==> src/rtl/systolic_pkg.sv <==
// ---------------------------------------------------------------------------
// systolic_pkg : shared types and sizing for the systolic feeder
// Rev 1.0
// ---------------------------------------------------------------------------
`default_nettype none

package systolic_pkg;

    localparam int unsigned systolic_size_c = 4;
    localparam int unsigned c_mac_data_w    = 16;

    typedef logic [c_mac_data_w-1:0]   t_mac_data;
    typedef logic [2*c_mac_data_w-1:0] t_mac_mul_data;

    typedef enum logic [1:0] {
        ST_IDLE   = 2'd0,
        ST_STREAM = 2'd1,
        ST_DRAIN  = 2'd2,
        ST_DONE   = 2'd3
    } t_feeder_state;

endpackage

`default_nettype wire

==> src/rtl/skew_delay_line.sv <==
// ---------------------------------------------------------------------------
// skew_delay_line : depth_p-stage shift register of t_mac_data, async clear
// Rev 1.0
// ---------------------------------------------------------------------------
`default_nettype none

module skew_delay_line
    import systolic_pkg::*;
#(
    parameter int unsigned depth_p = 1
) (
    input  logic      clock_i,
    input  logic      reset_i,
    input  t_mac_data data_i,
    output t_mac_data data_o
);

    t_mac_data r_stage [depth_p];

    always_ff @(posedge clock_i or posedge reset_i) begin
        if (reset_i) begin
            for (int s = 0; s < int'(depth_p); s++) begin
                r_stage[s] <= '0;
            end
        end else begin
            r_stage[0] <= data_i;
            for (int s = 1; s < int'(depth_p); s++) begin
                r_stage[s] <= r_stage[s-1];
            end
        end
    end

    assign data_o = r_stage[depth_p-1];

endmodule

`default_nettype wire

==> src/rtl/systolic_feeder.sv <==
// ---------------------------------------------------------------------------
// systolic_feeder : diagonal operand skew and tile control for the MAC array
// Rev 1.0
// ---------------------------------------------------------------------------
`default_nettype none

module systolic_feeder
    import systolic_pkg::*;
#(
    parameter int unsigned mac_latency_p = 1
) (
    input  logic                              clock_i,
    input  logic                              reset_i,
    input  logic                              valid_i,
    output logic                              ready_o,
    input  logic                              last_i,
    input  t_mac_data [systolic_size_c-1:0]   a_vec_i,
    input  t_mac_data [systolic_size_c-1:0]   b_vec_i,
    output t_mac_data [systolic_size_c-1:0]   a_rows_o,
    output t_mac_data [systolic_size_c-1:0]   b_columns_o,
    output logic                              clear_o,
    output logic                              busy_o,
    output logic                              done_o
);

    localparam int unsigned c_drain_load = 2*systolic_size_c - 2 + mac_latency_p;
    localparam int unsigned c_cnt_w      = (c_drain_load < 2) ? 1 : $clog2(c_drain_load + 1);

    t_feeder_state                      r_state;
    t_feeder_state                      w_state_nxt;
    logic [c_cnt_w-1:0]                 r_cnt;
    logic [c_cnt_w-1:0]                 w_cnt_nxt;
    logic                               r_clear;
    logic                               w_clear_nxt;
    logic                               w_ready;
    logic                               w_accept;
    t_mac_data [systolic_size_c-1:0]    w_a_in;
    t_mac_data [systolic_size_c-1:0]    w_b_in;

    assign w_accept = valid_i && w_ready;

    // Idle cycles push zeros so bubbles contribute nothing yet keep alignment
    always_comb begin
        w_a_in = '0;
        w_b_in = '0;
        if (w_accept) begin
            w_a_in = a_vec_i;
            w_b_in = b_vec_i;
        end
    end

    generate
        for (genvar gi = 0; gi < systolic_size_c; gi++) begin : g_lane
            skew_delay_line #(.depth_p(gi + 1)) u_skew_a (
                .clock_i (clock_i),
                .reset_i (reset_i),
                .data_i  (w_a_in[gi]),
                .data_o  (a_rows_o[gi])
            );
            skew_delay_line #(.depth_p(gi + 1)) u_skew_b (
                .clock_i (clock_i),
                .reset_i (reset_i),
                .data_i  (w_b_in[gi]),
                .data_o  (b_columns_o[gi])
            );
        end
    endgenerate

    always_ff @(posedge clock_i or posedge reset_i) begin
        if (reset_i) begin
            r_state <= ST_IDLE;
            r_cnt   <= '0;
            r_clear <= 1'b0;
        end else begin
            r_state <= w_state_nxt;
            r_cnt   <= w_cnt_nxt;
            r_clear <= w_clear_nxt;
        end
    end

    always_comb begin
        w_state_nxt = r_state;
        w_cnt_nxt   = r_cnt;
        w_clear_nxt = 1'b0;
        w_ready     = 1'b0;
        case (r_state)
            ST_IDLE: begin
                w_ready = 1'b1;
                if (w_accept) begin
                    w_clear_nxt = 1'b1;
                    if (last_i) begin
                        w_state_nxt = ST_DRAIN;
                        w_cnt_nxt   = c_cnt_w'(c_drain_load);
                    end else begin
                        w_state_nxt = ST_STREAM;
                    end
                end
            end
            ST_STREAM: begin
                w_ready = 1'b1;
                if (w_accept && last_i) begin
                    w_state_nxt = ST_DRAIN;
                    w_cnt_nxt   = c_cnt_w'(c_drain_load);
                end
            end
            ST_DRAIN: begin
                // Leave on the cycle the count would reach zero so done lands on time
                if (r_cnt <= c_cnt_w'(1)) begin
                    w_state_nxt = ST_DONE;
                    w_cnt_nxt   = '0;
                end else begin
                    w_cnt_nxt   = r_cnt - c_cnt_w'(1);
                end
            end
            ST_DONE: begin
                w_state_nxt = ST_IDLE;
            end
            default: begin
                w_state_nxt = ST_IDLE;
            end
        endcase
    end

    assign ready_o = w_ready && !reset_i;
    assign clear_o = r_clear;
    assign busy_o  = (r_state != ST_IDLE);
    assign done_o  = (r_state == ST_DONE);

endmodule

`default_nettype wire

==> config.mk <==
export PLATFORM = sky130hd
export DESIGN_NAME = systolic_feeder
export DESIGN_NICKNAME = d
export VERILOG_FILES = /design/src/rtl/systolic_pkg.sv /design/src/rtl/skew_delay_line.sv /design/src/rtl/systolic_feeder.sv
export SDC_FILE = /design/constraint.sdc
export NUM_CORES = 1
export LEC_CHECK = 0
export BUFFER_PORTS_ARGS = -buffer_cell sky130_fd_sc_hd__buf_4
export CORE_ASPECT_RATIO = 1.1
export CORE_MARGIN = 8
export CORE_UTILIZATION = 52
export DETAILED_ROUTE_END_ITERATION = 6
export PLACE_DENSITY_LB_ADDON = 0.05
export SLEW_MARGIN = 40
export SYNTH_ARGS = -nofsm -noshare
export SYNTH_HDL_FRONTEND = slang
export SYNTH_SLANG_ARGS = --single-unit
==> constraint.sdc <==
create_clock -name clock_i -period 11.22 [get_ports clock_i]
set_input_delay 0.561 -clock clock_i [delete_from_list [all_inputs] [get_ports clock_i]]
set_output_delay 0.561 -clock clock_i [all_outputs]
set_load 0.05 [all_outputs]
==> out/results.txt <==
sw frac: 32.5%
Initial Utilization: 53.0%
Hold Buf Count CTS: 0
asr flop ratio synth: 100%
post-route minimum period: 3.11 ns
Worst EP arrival: 2.55 ns
fraction of the mapped netlist area in adder cells: 0.863%
endpoints failing hold: 0
ranking of synthesized cells by area: dfrtp_1 80%, and3_1 7.9%, buf_4 7.1%, buf_6 1.3%, ha_1 0.86%
Synth-to-Final Area Change: 24.7%
gr ovfl total: 0
Final Instance Area: 12700 µm²
vias in the first global route: 5690
H-tree lvl count: 1
drt wl/cell: 18.8 µm
largest family of logic cells by synthesized area: buffers and inverters
root buf cell: clkbuf_16
Clock power frac: 29.6%
register bit total from synthesis: 326
post-synth top area share: 80.3%
CTS tree: done
first drt pass iteration count: 4
leakage power: 7.15 nW
antenna violations before repair: 0
Max Slew Vio Count: 0
end of the critical path: ready_o
fmax: 322 MHz
Seq/Total Area, Yosys: 80.3%
Diodes inserted: 0
Mean Syn Cell Area: 16.5 µm²
Cell variety after synth: 22
hpwl dp: 13700 µm
number of synthesized flops with an enable pin: 0
CP Class: flip-flop to output pin
part of the cycle the worst path needs: 27.7%
Worst Tran Pin Value: 0.735 ns
simple-gate share of the synthesized area: 8.34%
Synth Area in Compound Gates: 0.628%
Comb power frac: 26.1%
mux share of post-synthesis cell area: 0.407%
io pins: 264
pre-CTS setup slack: 8.65 ns
Crit. End Element: output pin
dominant cell type by area after synthesis: dfrtp_1
Synth Area in XOR/XNOR: 0%
Primary FF master, synth: dfrtp_1
IO Port Bufs: 263
DR iter-0 viols: 289
Mapped Area: 10200 µm²
CP Launch Point: r_state[0]
VDD IR-drop max: 0.172 mV
Overall Global Routing Usage: 16.6%
status: complete, no violations
global-route wire length before repair: 31400 µm
Final Util: 66.1%
Flop pwr share: 44.2%
power per cell area: 268 nW/µm²
clk_skew: 0.0114 ns
clk buf depth: 3
Max FO, Critical Path: 61
Final WS setup: 8.11 ns
fraction of layout cells with a size suffix above 1: 39.7%
Die Y: 163 µm
Detailed Route WL: 20000 µm
worst hold path class: input port to async pin
WHS: 0.0938 ns
relative slew slack: 51.0%
Layout Nets: 931
synth warn: 0
post-cts gate resize count: 0
largest net degree at the start of global routing: 132
Synthesized Nets: 753
worst reg-to-reg setup slack: 9.26 ns
RR Startpoint: r_state[0]
Worst-Skew Late Latency: 0.53 ns
Post-CTS Setup Inserts: 0
Setup Viol. Count Final: 0
r2r endpoint: g_lane[3].u_skew_b.r_stage[61]
post-synthesis cell count: 614
setup TNS: 0 ns
# clock sinks: 326
Max-Cap Viols: 0
Via density: 4.69
Critical Path Start Type: flip-flop
row cnt: 53
total number of vias: 4986
Worst EP required: 10.66 ns
core area: 19200 µm²
Reg2Reg Depth: 6
total clock buffers created by CTS: 30
DRT antenna net count: 0
GPL Wtd Cong: 0.736
DRC errors left: 0
clock-pin slew of the registers on the worst-case setup and hold paths: 0.06 ns
Int Power: 2.29 mW
RSZ-0062 raised after global routing: false
die area: 24300 µm²
Psw: 1.10 mW
width of the die: 149 µm
placed cell area: 11600 µm²
==> final cells by class <==
type | instances | area [µm²]
sequential | 326 | 8160
fill | 1377 | 6500
timing repair buffer | 270 | 2110
multi-input combinational | 157 | 1040
clock buffer | 43 | 891
tap | 247 | 309
clock inverter | 13 | 123
inverter | 7 | 33.8
==> registers in the layout (all words and copies together), names as in the netlist <==
register	cells
g_lane.u_skew_a.r_stage	96
g_lane.u_skew_b.r_stage	96
g_lane.u_skew_a.data_o	64
g_lane.u_skew_b.data_o	64
r_cnt	3
r_state	2
clear_o	1
==> Yosys cell counts (2+ instances only) <==
cell type  number
o21ai_1         3
buf_4          96
and2_1          2
and3_1        128
nand2_1         4
inv_1           7
mux2i_1         3
o21ai_0         3
clkbuf_1       13
dfrtp_1       326
buf_6          12
ha_1            7
==> worst min-delay path by stage <==
| stage | startpoint | endpoint | slack, ns |
|---|---|---|---|
| global route | reset_i | g_lane[3].u_skew_a.data_o[12] | 0.14 |
| floorplan | g_lane[1].u_skew_a.r_stage[16] | g_lane[1].u_skew_a.data_o[0] | 0.33 |
| CTS | reset_i | g_lane[2].u_skew_a.data_o[8] | 0.1 |
| detailed placement | g_lane[1].u_skew_a.r_stage[20] | g_lane[1].u_skew_a.data_o[4] | 0.33 |
| finish | reset_i | g_lane[3].u_skew_a.data_o[11] | 0.09 |
| global placement | g_lane[3].u_skew_a.r_stage[28] | g_lane[3].u_skew_a.data_o[12] | 0.33 |
==> layout by cell type (no fill, tap or decap) <==
cell,instances
clkinvlp_4,3
or2_4,1
dfrtp_1,326
o21ai_1,3
buf_12,1
clkbuf_16,31
bufinv_16,2
inv_1,6
nand2_1,4
clkbuf_8,7
clkinv_2,8
nor2b_1,1
a22o_1,1
a21oi_4,1
nor2_1,1
ha_1,7
o21ai_0,3
mux2i_1,3
buf_4,263
clkbuf_1,5
and2_1,2
inv_8,1
buf_6,3
a32oi_1,1
buf_16,3
mux2_1,1
and3_1,128
==> worst max-delay path: stages (launching register included) <==
cell and delay (ns):
dfrtp_1 0.43, inv_1 0.13, ha_1 0.23, or2_4 0.38, buf_16 0.23, buf_12 0.23
and2_1 0.16, buf_4 0.20
==> cells by family (layout without fill, tap and decap cells) <==
| family | Yosys count | count (layout) |
|---|---|---|
| compound gates | 9 | 9 |
| buf+inv | 131 | 333 |
| flops | 326 | 326 |
| mux | 4 | 4 |
| fa+ha+maj | 7 | 7 |
| simple gates | 137 | 137 |
==> per-layer routing <==
layer  track usage [%]  vias to the layer above  wire length, µm
li1                  -                     2247                -
met1              19.2                     2517             7270
met2              27.6                      186            10100
met3              6.36                       36             2030
met4              6.38                        0              627
met5                 0                        -                0
==> metrics by stage <==
step / std cells / total power [mW]
2_1_floorplan: 614 / 2.26
3_3_place_gp: 1003 / 2.36
3_5_place_dp: 1006 / 2.42
4_1_cts: 1062 / 3.44
5_1_grt: 1063 / 3.55
6_report: 1063 / 3.39
==> power by group through the flow <==
| stage | logic, mW | clock network, mW | registers (mW) |
|---|---|---|---|
| global route | 0.940 | 1.09 | 1.52 |
| floorplan | 0.667 | 0 | 1.59 |
| global placement | 0.845 | 0 | 1.51 |
| detailed placement | 0.895 | 0 | 1.52 |
| CTS | 0.899 | 1.04 | 1.51 |
| finish | 0.887 | 1.01 | 1.50 |
No activity file was read; power rests on OpenSTA's default activity.
